`src/rtl/encoder_scheduler_if.sv`:
```
// Grant/config bus of the encoder lane scheduler.
// slave  : scheduler side (takes requests and config, drives the grant, clear, error and busy signals)
// master : requester/consumer side
interface encoder_scheduler_if #(
    parameter int unsigned NUM_LANES = 4,
    parameter int unsigned LANE_W    = 8,
    parameter int unsigned IDX_W     = 2
);
    logic [NUM_LANES*LANE_W-1:0] req_vec;
    logic [IDX_W-1:0]            cfg_left;
    logic [IDX_W-1:0]            cfg_right;
    logic                        cfg_load;
    logic                        cfg_err;
    logic                        grant_valid;
    logic [IDX_W-1:0]            grant_idx;
    logic [LANE_W-1:0]           grant_data;
    logic                        grant_ready;
    logic [NUM_LANES-1:0]        lane_clr;
    logic                        busy;

    modport slave (
        input  req_vec, cfg_left, cfg_right, cfg_load, grant_ready,
        output cfg_err, grant_valid, grant_idx, grant_data, lane_clr, busy
    );

    modport master (
        output req_vec, cfg_left, cfg_right, cfg_load, grant_ready,
        input  cfg_err, grant_valid, grant_idx, grant_data, lane_clr, busy
    );
endinterface

```
`src/rtl/encoder_scheduler.sv`:
```
// Round-robin scheduler sharing one lane priority-encode search across the
// encoder requesters. It scans the window [win_left..win_right] (inclusive,
// wrap-around) from a rotating pointer, presents the first non-zero lane on a
// valid/ready grant, then pulses a one-hot lane_clr back to that requester.
// Ports: clk, rst_n (async, active-low); bus (slave modport): req_vec,
// cfg_left/cfg_right/cfg_load/cfg_err, grant_valid/grant_idx/grant_data/
// grant_ready, lane_clr, busy. All bus outputs are registered.
module encoder_scheduler #(
    parameter int unsigned NUM_LANES = 4,
    parameter int unsigned LANE_W    = 8,
    parameter int unsigned IDX_W     = 2
) (
    input  logic               clk,
    input  logic               rst_n,
    encoder_scheduler_if.slave bus
);

    typedef enum logic [1:0] {IDLE, SCAN, GRANT, CLR} state_t;

    state_t               state_q, state_d;
    logic [IDX_W-1:0]     win_left_q, win_left_d;
    logic [IDX_W-1:0]     win_right_q, win_right_d;
    logic [IDX_W-1:0]     ptr_q, ptr_d;
    logic [IDX_W-1:0]     grant_idx_q, grant_idx_d;
    logic [LANE_W-1:0]    grant_data_q, grant_data_d;
    logic                 grant_valid_q, grant_valid_d;
    logic [NUM_LANES-1:0] lane_clr_q, lane_clr_d;
    logic                 cfg_err_q, cfg_err_d;
    logic                 busy_q, busy_d;

    logic [NUM_LANES-1:0] lane_nz;
    logic                 found;
    logic [IDX_W-1:0]     win_idx;
    logic                 cfg_ok;

    // Window membership, handling the wrapped case (left > right).
    function automatic logic in_win(input logic [IDX_W-1:0] i,
                                    input logic [IDX_W-1:0] l,
                                    input logic [IDX_W-1:0] r);
        if (l <= r) return (i >= l) && (i <= r);
        return (i >= l) || (i <= r);
    endfunction

    // (base + k) mod NUM_LANES; k never exceeds NUM_LANES so one subtract suffices.
    function automatic logic [IDX_W-1:0] wrap_add(input logic [IDX_W-1:0] base,
                                                  input int unsigned    k);
        int unsigned c;
        c = 32'(base) + k;
        if (c >= NUM_LANES) c = c - NUM_LANES;
        return IDX_W'(c);
    endfunction

    // Window member following idx in search order; a one-lane window returns idx.
    function automatic logic [IDX_W-1:0] next_after(input logic [IDX_W-1:0] idx,
                                                    input logic [IDX_W-1:0] l,
                                                    input logic [IDX_W-1:0] r);
        logic [IDX_W-1:0] res;
        logic [IDX_W-1:0] c;
        logic             hit;
        res = idx;
        hit = 1'b0;
        for (int unsigned k = 1; k < NUM_LANES; k++) begin
            c = wrap_add(idx, k);
            if (!hit && in_win(c, l, r)) begin
                res = c;
                hit = 1'b1;
            end
        end
        return res;
    endfunction

    // Per-lane request flags.
    always_comb begin : lane_flags
        lane_nz = '0;
        for (int unsigned i = 0; i < NUM_LANES; i++) begin
            lane_nz[i] = |bus.req_vec[i*LANE_W +: LANE_W];
        end
    end

    // First requesting window lane at or after ptr; ptr is always a window member,
    // so a plain modular walk that skips non-members follows the search order.
    always_comb begin : search
        logic [IDX_W-1:0] cand;
        found   = 1'b0;
        win_idx = '0;
        cand    = '0;
        for (int unsigned k = 0; k < NUM_LANES; k++) begin
            cand = wrap_add(ptr_q, k);
            if (!found && in_win(cand, win_left_q, win_right_q) && lane_nz[cand]) begin
                found   = 1'b1;
                win_idx = cand;
            end
        end
    end

    assign cfg_ok = ({1'b0, bus.cfg_left}  < (IDX_W+1)'(NUM_LANES)) &&
                    ({1'b0, bus.cfg_right} < (IDX_W+1)'(NUM_LANES));

    // Next-state and next-output logic.
    always_comb begin : next_state
        state_d      = state_q;
        win_left_d   = win_left_q;
        win_right_d  = win_right_q;
        ptr_d        = ptr_q;
        grant_idx_d  = grant_idx_q;
        grant_data_d = grant_data_q;
        cfg_err_d    = 1'b0;

        case (state_q)
            IDLE: begin
                if (bus.cfg_load) begin
                    if (cfg_ok) begin
                        win_left_d  = bus.cfg_left;
                        win_right_d = bus.cfg_right;
                        ptr_d       = bus.cfg_left;
                    end else begin
                        cfg_err_d = 1'b1;
                    end
                end else if (found) begin
                    state_d = SCAN;
                end
            end
            SCAN: begin
                // Requests may have vanished since IDLE; drop back without a grant.
                if (found) begin
                    grant_idx_d  = win_idx;
                    grant_data_d = bus.req_vec[32'(win_idx)*LANE_W +: LANE_W];
                    state_d      = GRANT;
                end else begin
                    state_d = IDLE;
                end
            end
            GRANT: begin
                if (grant_valid_q && bus.grant_ready) begin
                    ptr_d   = next_after(grant_idx_q, win_left_q, win_right_q);
                    state_d = CLR;
                end
            end
            CLR: begin
                state_d = IDLE;
            end
            default: begin
                state_d = IDLE;
            end
        endcase

        grant_valid_d = (state_d == GRANT);
        lane_clr_d    = (state_d == CLR) ? (NUM_LANES'(1) << grant_idx_d) : '0;
        busy_d        = (state_d != IDLE);
    end

    // State and output registers.
    always_ff @(posedge clk or negedge rst_n) begin
        if (!rst_n) begin
            state_q       <= IDLE;
            win_left_q    <= '0;
            win_right_q   <= IDX_W'(NUM_LANES - 1);
            ptr_q         <= '0;
            grant_idx_q   <= '0;
            grant_data_q  <= '0;
            grant_valid_q <= 1'b0;
            lane_clr_q    <= '0;
            cfg_err_q     <= 1'b0;
            busy_q        <= 1'b0;
        end else begin
            state_q       <= state_d;
            win_left_q    <= win_left_d;
            win_right_q   <= win_right_d;
            ptr_q         <= ptr_d;
            grant_idx_q   <= grant_idx_d;
            grant_data_q  <= grant_data_d;
            grant_valid_q <= grant_valid_d;
            lane_clr_q    <= lane_clr_d;
            cfg_err_q     <= cfg_err_d;
            busy_q        <= busy_d;
        end
    end

    assign bus.grant_valid = grant_valid_q;
    assign bus.grant_idx   = grant_idx_q;
    assign bus.grant_data  = grant_data_q;
    assign bus.lane_clr    = lane_clr_q;
    assign bus.cfg_err     = cfg_err_q;
    assign bus.busy        = busy_q;

endmodule

```
`src/flat_wrapper.sv`:
```
// flat-port wrapper written by rule: the top's interface ports become plain ports
module encoder_scheduler_flat 
#(
    parameter int unsigned NUM_LANES = 4,
    parameter int unsigned LANE_W    = 8,
    parameter int unsigned IDX_W     = 2
)
  (clk, rst_n, bus_req_vec, bus_cfg_left, bus_cfg_right, bus_cfg_load, bus_grant_ready, bus_cfg_err, bus_grant_valid, bus_grant_idx, bus_grant_data, bus_lane_clr, bus_busy);
  encoder_scheduler_if #(.NUM_LANES(NUM_LANES), .LANE_W(LANE_W), .IDX_W(IDX_W)) bus_i ();
  input  logic clk;
  input  logic rst_n;
  input wire logic [$bits(bus_i.req_vec)-1:0] bus_req_vec;
  input wire logic [$bits(bus_i.cfg_left)-1:0] bus_cfg_left;
  input wire logic [$bits(bus_i.cfg_right)-1:0] bus_cfg_right;
  input wire logic [$bits(bus_i.cfg_load)-1:0] bus_cfg_load;
  input wire logic [$bits(bus_i.grant_ready)-1:0] bus_grant_ready;
  output wire logic [$bits(bus_i.cfg_err)-1:0] bus_cfg_err;
  output wire logic [$bits(bus_i.grant_valid)-1:0] bus_grant_valid;
  output wire logic [$bits(bus_i.grant_idx)-1:0] bus_grant_idx;
  output wire logic [$bits(bus_i.grant_data)-1:0] bus_grant_data;
  output wire logic [$bits(bus_i.lane_clr)-1:0] bus_lane_clr;
  output wire logic [$bits(bus_i.busy)-1:0] bus_busy;
  assign bus_i.req_vec = bus_req_vec;
  assign bus_i.cfg_left = bus_cfg_left;
  assign bus_i.cfg_right = bus_cfg_right;
  assign bus_i.cfg_load = bus_cfg_load;
  assign bus_i.grant_ready = bus_grant_ready;
  assign bus_cfg_err = bus_i.cfg_err;
  assign bus_grant_valid = bus_i.grant_valid;
  assign bus_grant_idx = bus_i.grant_idx;
  assign bus_grant_data = bus_i.grant_data;
  assign bus_lane_clr = bus_i.lane_clr;
  assign bus_busy = bus_i.busy;
  encoder_scheduler #(.NUM_LANES(NUM_LANES), .LANE_W(LANE_W), .IDX_W(IDX_W)) u_core (.clk(clk), .rst_n(rst_n), .bus(bus_i));
endmodule
```
`config.mk`:
```
export PLATFORM = sky130hd
export DESIGN_NAME = encoder_scheduler_flat
export DESIGN_NICKNAME = d
export VERILOG_FILES = /design/src/rtl/encoder_scheduler_if.sv /design/src/rtl/encoder_scheduler.sv /design/src/flat_wrapper.sv
export SDC_FILE = /design/constraint.sdc
export NUM_CORES = 1
export LEC_CHECK = 0
export ABC_CLOCK_PERIOD_IN_PS = 3840
export CAP_MARGIN = 20
export CORE_AREA = 2 2 91 71
export DETAILED_ROUTE_END_ITERATION = 16
export DIE_AREA = 0 0 93 73
export PLACE_DENSITY = 0.85
export SLEW_MARGIN = 20
export SYNTH_ARGS = -nofsm -noshare
export SYNTH_HDL_FRONTEND = slang
export SYNTH_SLANG_ARGS = --single-unit
```
`constraint.sdc`:
```
create_clock -name clk -period 3.84 [get_ports clk]
set_input_delay 0.576 -clock clk [delete_from_list [all_inputs] [get_ports clk]]
set_output_delay 0.576 -clock clk [all_outputs]
set_load 0.01 [all_outputs]
```
# After elaboration in Yosys (flattened, before gate mapping)
# Cells that the tools add are included.
# totals
inputBits	40
wordCells	168
register_bits	24
output_inout_bits	17
# op_classes
magnitude_cmp	26
n_reduce_logical	39
mux	72
shift	2
eq_ne	7
addsub	13
# op_table
op	n
$mux W2	28
$mux W1	37
$reduce_or A8 Y1	4
$shiftx A32 B6 Y8	1
$ge A3 B3 Y1 const B	6
$logic_and A1 B1 Y1	17
$le A2 B2 Y1	8
$ge A2 B2 Y1	7
$sub A2 B1 Y2 const B	7
$add A2 B2 Y3 const B	4
$lt A2 B3 Y1 const B	4
$bmux W1 S2	4
$eq A2 B2 Y1 const B	4
$pmux W2 S4	1
$logic_or A1 B1 Y1	7
$add A2 B1 Y3 const B	2
$logic_not A1 Y1	5
$mux W4	1
$pmux W2 S2	1
$reduce_and A2 Y1	2
$reduce_bool A2 Y1	2
$shl A1 B2 Y4 const A	1
$ge A2 B3 Y1 const B	1
$reduce_and A3 Y1	1
4 further kinds	4

# Longest topological paths before layout
# Gate-level depths: netlist of run 1.
# depth
depth_word	25
mapped_depth	16

# Worst setup path after synthesis of run 1
# OpenSTA, ideal clock, no wires.
# synth_timing
path_type	register -> register
start	reg u_core.ptr_q[0]
end	reg u_core.lane_clr_q[0] (netlist: u_core.bus.lane_clr[0])
required_time_ns	3.745
slack_ns	-0.092
arrival_ns	3.838
path_buffers	5
setup_time_ns	0.095
stages_incl_launch_ff	16
cell_sequence	dfrtp_1 buf_2 inv_1 clkbuf_1 buf_1 clkbuf_1 ha_1 inv_1 o22a_1 maj3_2 or3_1 buf_6 a41o_1 or2_4 mux2_4 nor4_4
# synth_between
elab_cells_between_ends	74
classes_between	add/sub (7); order compare (12); eq/ne (1); shift (1); mux (35); reduce/logical (18)
# synth_lines
item	line_no	text
start, declared	encoder_scheduler.sv:23	logic [IDX_W-1:0] ptr_q, ptr_d;
start signal, assigned	encoder_scheduler.sv:169	ptr_q <= ptr_d;
parallel branches: the longest is 20 deep, another holds $add A2 B1 Y3	--	
$mux W2 *	encoder_scheduler.sv:125	if (found) begin
$mux W2 *	encoder_scheduler.sv:109	case (state_q)
via u_core.grant_idx_d[1]	encoder_scheduler.sv:24	logic [IDX_W-1:0] grant_idx_q, grant_idx_d;
$shl A1 B2 Y4 *	encoder_scheduler.sv:148	lane_clr_d = (state_d == CLR) ? (NUM_LANES'(1) << grant_idx_d) : '0;
$mux W4 *	encoder_scheduler.sv:148	
via u_core.lane_clr_d[0]	encoder_scheduler.sv:27	logic [NUM_LANES-1:0] lane_clr_q, lane_clr_d;
end signal, assigned	encoder_scheduler.sv:173	lane_clr_q <= lane_clr_d;
end, declared	encoder_scheduler.sv:27	
# Mark *: on every way through the listed nets, which the timed path passes. The select of a mux whose other input is x is not followed.
# A chain may end at the register's enable or synchronous reset.

# Worst setup path in the final report of run 1
# layout_timing
start	reg u_core.ptr_q[0]
end	reg u_core.grant_data_q[2] (netlist: u_core.bus.grant_data[2])
# layout_between
elab_chain_len	21
elab_cells_between_ends	67
classes_between	add/sub (7); order compare (12); shift (1); mux (28); reduce/logical (19)
# layout_lines
item	line_no	text
parallel branches: the longest is 21 deep, another holds $add A2 B1 Y3	--	
end signal, assigned	encoder_scheduler.sv:171	grant_data_q <= grant_data_d;
end, declared	encoder_scheduler.sv:25	logic [LANE_W-1:0] grant_data_q, grant_data_d;
# Parallel ways; which one is timed is not known. The select of a mux whose other input is x is not followed.

==> impl_metrics.json, run 1 <==
{
  "cts-root-buf": "clkbuf_8",
  "area_growth_pct": 25.2,
  "path_clk_slew_ns": 0.10,
  "via_per_inst": 6.19,
  "port_buffers": 55,
  "yosys_register_bits": 24,
  "rows": 25,
  "drv_slew": 0,
  "fin_crit_ns": 3.69,
  "holdBufCountCts": 0,
  "use_met1": 0.369,
  "cp_max_fo": 31,
  "gr-usage-all-layers": 0.242,
  "die_h_um": 73,
  "synth_flop_cell": "dfrtp_1",
  "grt_max_degree": 32,
  "cts_inserted_buffers": 3,
  "clock-sinks": 24,
  "yosysWarnings": 0,
  "top_usage_layer": "met1",
  "synth_top_area_frac": 0.199,
  "preCtsSetupSlack_ns": 0.258,
  "grt_pass1_vias": 2670,
  "dp.final_hpwl_um": 6150,
  "maxCapViolCount": 0,
  "async_reset_ff_frac": 1.00,
  "setup_tns_ns": 0,
  "h-tree-depth": 1,
  "worst_slack_ns": 0.152,
  "clockBufferDepth": 2,
  "yosys.area.top_type": "dfrtp_1",
  "post-route-period-util": 0.960,
  "cts_tree": "done",
  "antennaDiodeCount": 0,
  "hold_path.class": "input port to asynchronous set/reset pin",
  "layout_commonest_cell": "nand2_1",
  "crit_arrival_ns": 3.84,
  "firstDrtPassIters": 7,
  "synth_nets": 423,
  "die-area_mm2": 0.00679,
  "layout-drive-gt1-share": 0.0758,
  "nFillCells": 549,
  "hold_viol": 0,
  "criticalPathCategory": "flip-flop to flip-flop",
  "required_ns": 4.00,
  "nets": 474,
  "startpoint": "u_core.ptr_q[0]$_DFFE_PN0P_",
  "overflow": 0,
  "met3_usage": 0.0258,
  "yosysUniqueCellTypes": 51,
  "start_kind": "flip-flop",
  "grt_antenna_before_repair": 0,
  "timing.rr.start": "u_core.ptr_q[0]$_DFFE_PN0P_",
  "synth_area_mm2": 0.00277,
  "setup_viol_count_final": 0,
  "outcome": "complete, no violations",
  "synth_area_leaders": "dfrtp_1 20%, ha_1 11%, nand2_1 7.9%",
  "postCtsSetupBuffers": 0,
  "wirelength_um": 8170,
  "avgSynthCellArea_um2": 7.71,
  "die-width_um": 93,
  "yosysSeqAreaShare": 0.218,
  "start_util": 0.461,
  "gr-usage-met2": 0.369,
  "coreArea_mm2": 0.00601,
  "drtIter0Drc": 429,
  "slew_headroom": 0.395,
  "drc": 0,
  "routedWlPerCell_um": 16.7,
  "vias": 3035,
  "io_pins": 57,
  "postRouteAntennaNets": 0,
  "clock.fmax_mhz": 271,
  "gp_congestion": 1.00,
  "cts-resized-gates": 0,
  "clock_latency_ns": 0.27,
  "grt_pass1_wl_um": 13200,
  "worst_pin_slew_ns": 0.903,
  "layout_common_cells": "57 x nand2_1, 54 x clkdlybuf4s50_1, 24 x ha_1",
  "clock_skew_ns": 0.00642,
  "cp-end-kind": "flip-flop",
  "rsz0062_at_grt": "no",
  "synthCells": 359,
  "synth_edf_count": 0
}
[cell usage after synthesis (2+ instances only)]
cell / number
buf_1: 2
nand2b_1: 4
nor2_1: 8
a2bb2oi_1: 12
a21oi_1: 13
mux2i_1: 9
nor3_1: 21
a22oi_1: 8
buf_2: 4
nand4_1: 10
o31ai_1: 16
xnor2_1: 3
nand2_1: 58
o21a_1: 3
a31oi_1: 9
mux2_2: 2
inv_1: 22
o22ai_1: 5
or3_1: 12
dfstp_2: 2
maj3_1: 5
nand3_1: 6
nor4_1: 8
ha_1: 24
nor2b_1: 10
o221ai_1: 2
clkbuf_1: 15
a41oi_1: 8
dfrtp_1: 22
and4_1: 8
o21ai_0: 8
[per-stage QoR]
| stage | hold WS (ns) | cell area, µm² | util | cells |
|---|---|---|---|---|
| 6_report | 0.295 | 3460 | 0.577 | 490 |
| 5_1_grt | 0.326 | 3460 | 0.577 | 490 |
| 2_1_floorplan | 0.280 | 2770 | - | 359 |
| 3_5_place_dp | 0.466 | 3420 | 0.569 | 486 |
| 3_3_place_gp | 0.466 | 3420 | 0.570 | 486 |
| 4_1_cts | 0.313 | 3460 | 0.576 | 490 |
[state kept, by name, summed over array words and instances (netlist names)]
register	cells
u_core.bus.grant_idx	2
u_core.bus.lane_clr	4
u_core.bus.busy	1
u_core.ptr_q	2
u_core.win_right_q	2
u_core.win_left_q	2
u_core.bus.grant_valid	1
u_core.state_q	2
u_core.bus.grant_data	8
[path summary, 6_finish.rpt]
kind	to	slack, ns	cells past startpoint
min in group clk	u_core.bus.grant_data[5]$_DFFE_PN0P_	0.48	2
worst max register to register	u_core.bus.grant_data[2]$_DFFE_PN0P_	0.15	11
worst max-delay path	u_core.bus.grant_data[2]$_DFFE_PN0P_	0.15	11
worst min-delay path	u_core.state_q[1]$_DFF_PN0_	0.30	1
worst min register to register	u_core.bus.grant_data[5]$_DFFE_PN0P_	0.48	2
max in group asynchronous	u_core.ptr_q[0]$_DFFE_PN0P_	3.15	1
[per-layer routing]
layer	up-vias	wire length [µm]
met1	1390	3630
met3	14	824
met2	181	3620
met4	0	104
li1	1450	-
met5	-	0
[kinds of logic after synthesis]
family / share of synthesized area
buf+inv: 0.0669
xor+xnor: 0.00950
compound gates: 0.230
simple gates: 0.297
other cells: 0.00135
mux: 0.0461
fa+ha+maj: 0.131
flops: 0.218
[final cells by class]
class | count | area [µm²] | area share
Inverter | 22 | 82.6 | 0.0238
Tap cell | 81 | 101 | 0.0293
Sequential cell | 24 | 603 | 0.174
Timing Repair Buffer | 69 | 651 | 0.188
Clock buffer | 4 | 45.0 | 0.0130
Multi-Input combinational cell | 290 | 1980 | 0.572
[critical path, cell delays in order (launching register included)]
cell	delay [ns]
dfrtp_1	0.43
inv_1	0.08
buf_4	0.25
ha_1	0.33
inv_1	0.07
o22a_1	0.21
maj3_2	0.34
nor3_2	0.76
o221ai_1	0.36
buf_4	0.29
a31oi_1	0.34
o31ai_1	0.11
Power of run 1 is left out: the tool's default activity adds up to more than one toggle a clock period on the data nets, which glitch-free logic cannot reach.
==> inputs of run 2 (changes only) <==
--- a/config.mk
+++ b/config.mk
@@ -11,7 +11,8 @@
 export DETAILED_ROUTE_END_ITERATION = 16
 export DIE_AREA = 0 0 93 73
 export PLACE_DENSITY = 0.85
-export SLEW_MARGIN = 20
+export SLEW_MARGIN = 40
 export SYNTH_ARGS = -nofsm -noshare
 export SYNTH_HDL_FRONTEND = slang
 export SYNTH_SLANG_ARGS = --single-unit
+export TNS_END_PERCENT = 5
==> impl_metrics.json, run 2 (synthesis results as in run 1) <==
{
  "h-tree-depth": 1,
  "path_clk_slew_ns": 0.10,
  "grt_antenna_before_repair": 0,
  "die-area_mm2": 0.00679,
  "crit_arrival_ns": 3.81,
  "dp.final_hpwl_um": 6150,
  "port_buffers": 55,
  "clock.fmax_mhz": 276,
  "clock_skew_ns": 0.00616,
  "die_h_um": 73,
  "layout-drive-gt1-share": 0.0758,
  "clock-sinks": 24,
  "setup_viol_count_final": 0,
  "drc": 0,
  "antennaDiodeCount": 0,
  "gr-usage-all-layers": 0.242,
  "rows": 25,
  "worst_pin_slew_ns": 0.651,
  "postRouteAntennaNets": 0,
  "timing.rr.start": "u_core.ptr_q[1]$_DFFE_PN0P_",
  "start_kind": "flip-flop",
  "startpoint": "u_core.ptr_q[1]$_DFFE_PN0P_",
  "met3_usage": 0.0258,
  "hold_slack_ns": 0.295,
  "top_usage_layer": "met1",
  "nets": 474,
  "cp_max_fo": 11,
  "critical-path-max-stage-delay_ns": 0.50,
  "largest_reg_flops": 8,
  "outcome": "complete, no violations",
  "maxCapViolCount": 0,
  "worst_slack_ns": 0.212,
  "layout_common_cells": "57 x nand2_1, 54 x clkdlybuf4s50_1, 24 x ha_1",
  "crit_path_cell_trace": "inv_1 > nand2_1 > nand2_1 > inv_1 > ha_1 > nor2b_1 > a2bb2oi_1 > maj3_1 > or3_1 > a41o_1 > or2_4 > mux2_4 > nor4_4",
  "cts_inserted_buffers": 3,
  "overflow": 0,
  "cts_tree": "done",
  "setup_tns_ns": 0,
  "gp_congestion": 1.00,
  "coreArea_mm2": 0.00601,
  "cts-root-buf": "clkbuf_8",
  "routedWlPerCell_um": 16.9,
  "layout_commonest_cell": "nand2_1",
  "fin_crit_ns": 3.63,
  "grt_pass1_wl_um": 13200,
  "grt_max_degree": 32,
  "clockBufferDepth": 2,
  "required_ns": 4.03,
  "die-width_um": 93,
  "grt_pass1_vias": 2670,
  "start_util": 0.461,
  "criticalPathCategory": "flip-flop to flip-flop",
  "crit_slowest_cell": "dfrtp_1",
  "firstDrtPassIters": 5,
  "io_pins": 57,
  "drtIter0Drc": 357,
  "rsz0062_at_grt": "no",
  "cp-end-kind": "flip-flop",
  "drv_slew": 0,
  "slew_headroom": 0.563,
  "hold_viol": 0,
  "area_growth_pct": 25.4,
  "preCtsSetupSlack_ns": 0.258,
  "via_per_inst": 6.29,
  "clock_latency_ns": 0.27,
  "use_met1": 0.369,
  "post-route-period-util": 0.945,
  "fin_util": 0.578,
  "vias": 3081,
  "gr-usage-met2": 0.369,
  "wirelength_um": 8270,
  "hold_path.class": "input port to asynchronous set/reset pin"
}
-- run 2: cell types whose count changed in the layout (fill, tap and decap cells not counted) --
| cell | before | now |
|---|---|---|
| nor3_4 | 0 | 1 |
| nor3_2 | 1 | 0 |
-- run 2: cell type report --
| type | instances | area [µm²] |
|---|---|---|
| fill | 543 | 2530 |
| multi-input combinational | 290 | 1990 |
| timing repair buffer | 69 | 651 |
| sequential | 24 | 603 |
| tap | 81 | 101 |
| inverter | 22 | 82.6 |
| clock buffer | 4 | 45.0 |
-- run 2: worst max-delay path, delay by kind of cell, from the launching register on --
family	cells	cell delay (ns)
AO/OA/AOI/OAI	2	0.42
AND/OR/NAND/NOR	6	1.31
adder cells (fa/ha/maj)	2	0.67
buffers and inverters	2	0.29
flip-flops	1	0.50
multiplexers	1	0.33
-- run 2: path summary, 6_finish.rpt --
path / endpoint / slack [ns] / cells past startpoint
setup / recovery: u_core.bus.lane_clr[0]$_DFF_PN0_ / 0.21 / 13
hold reg to reg: u_core.bus.grant_data[5]$_DFFE_PN0P_ / 0.49 / 2
hold / removal: u_core.state_q[1]$_DFF_PN0_ / 0.29 / 1
setup reg to reg: u_core.bus.lane_clr[0]$_DFF_PN0_ / 0.21 / 13
max in group asynchronous: u_core.ptr_q[0]$_DFFE_PN0P_ / 3.16 / 1
min in group clk: u_core.bus.grant_data[5]$_DFFE_PN0P_ / 0.49 / 2
-- run 2: per-layer routing --
| metal | vias up | wire length (µm) | part of all wire |
|---|---|---|---|
| met2 | 180 | 3670 | 0.44 |
| met5 | - | 0 | 0 |
| met1 | 1431 | 3710 | 0.45 |
| li1 | 1452 | - | - |
| met4 | 0 | 92 | 0.011 |
| met3 | 18 | 795 | 0.096 |
-- run 2: stage by stage --
stage / instance area (µm²) / std cells
5_1_grt: 3470 / 490
3_3_place_gp: 3420 / 486
6_report: 3470 / 490
4_1_cts: 3460 / 490
3_5_place_dp: 3420 / 486
2_1_floorplan: 2770 / 359
-- run 2: what timing repair did --
action / in CTS / in global routing
hold buffers: 0 / 0
setup endpoints to repair: 0 / 2
resized for setup: 0 / 1
hold endpoints to repair: 0 / 0
buffers inserted: 0 / 0
Power of run 2 is left out for the same reason.
==> inputs of run 3 (changes only) <==
--- a/config.mk
+++ b/config.mk
@@ -10,6 +10,7 @@
 export CORE_AREA = 2 2 91 71
 export DETAILED_ROUTE_END_ITERATION = 16
 export DIE_AREA = 0 0 93 73
+export GPL_ROUTABILITY_DRIVEN = 0
 export PLACE_DENSITY = 0.85
 export SLEW_MARGIN = 40
 export SYNTH_ARGS = -nofsm -noshare
==> results of run 3 <==
Same layout as run 2: the final DEF is identical, and so are final timing and power.
Power of run 3 is left out for the same reason.
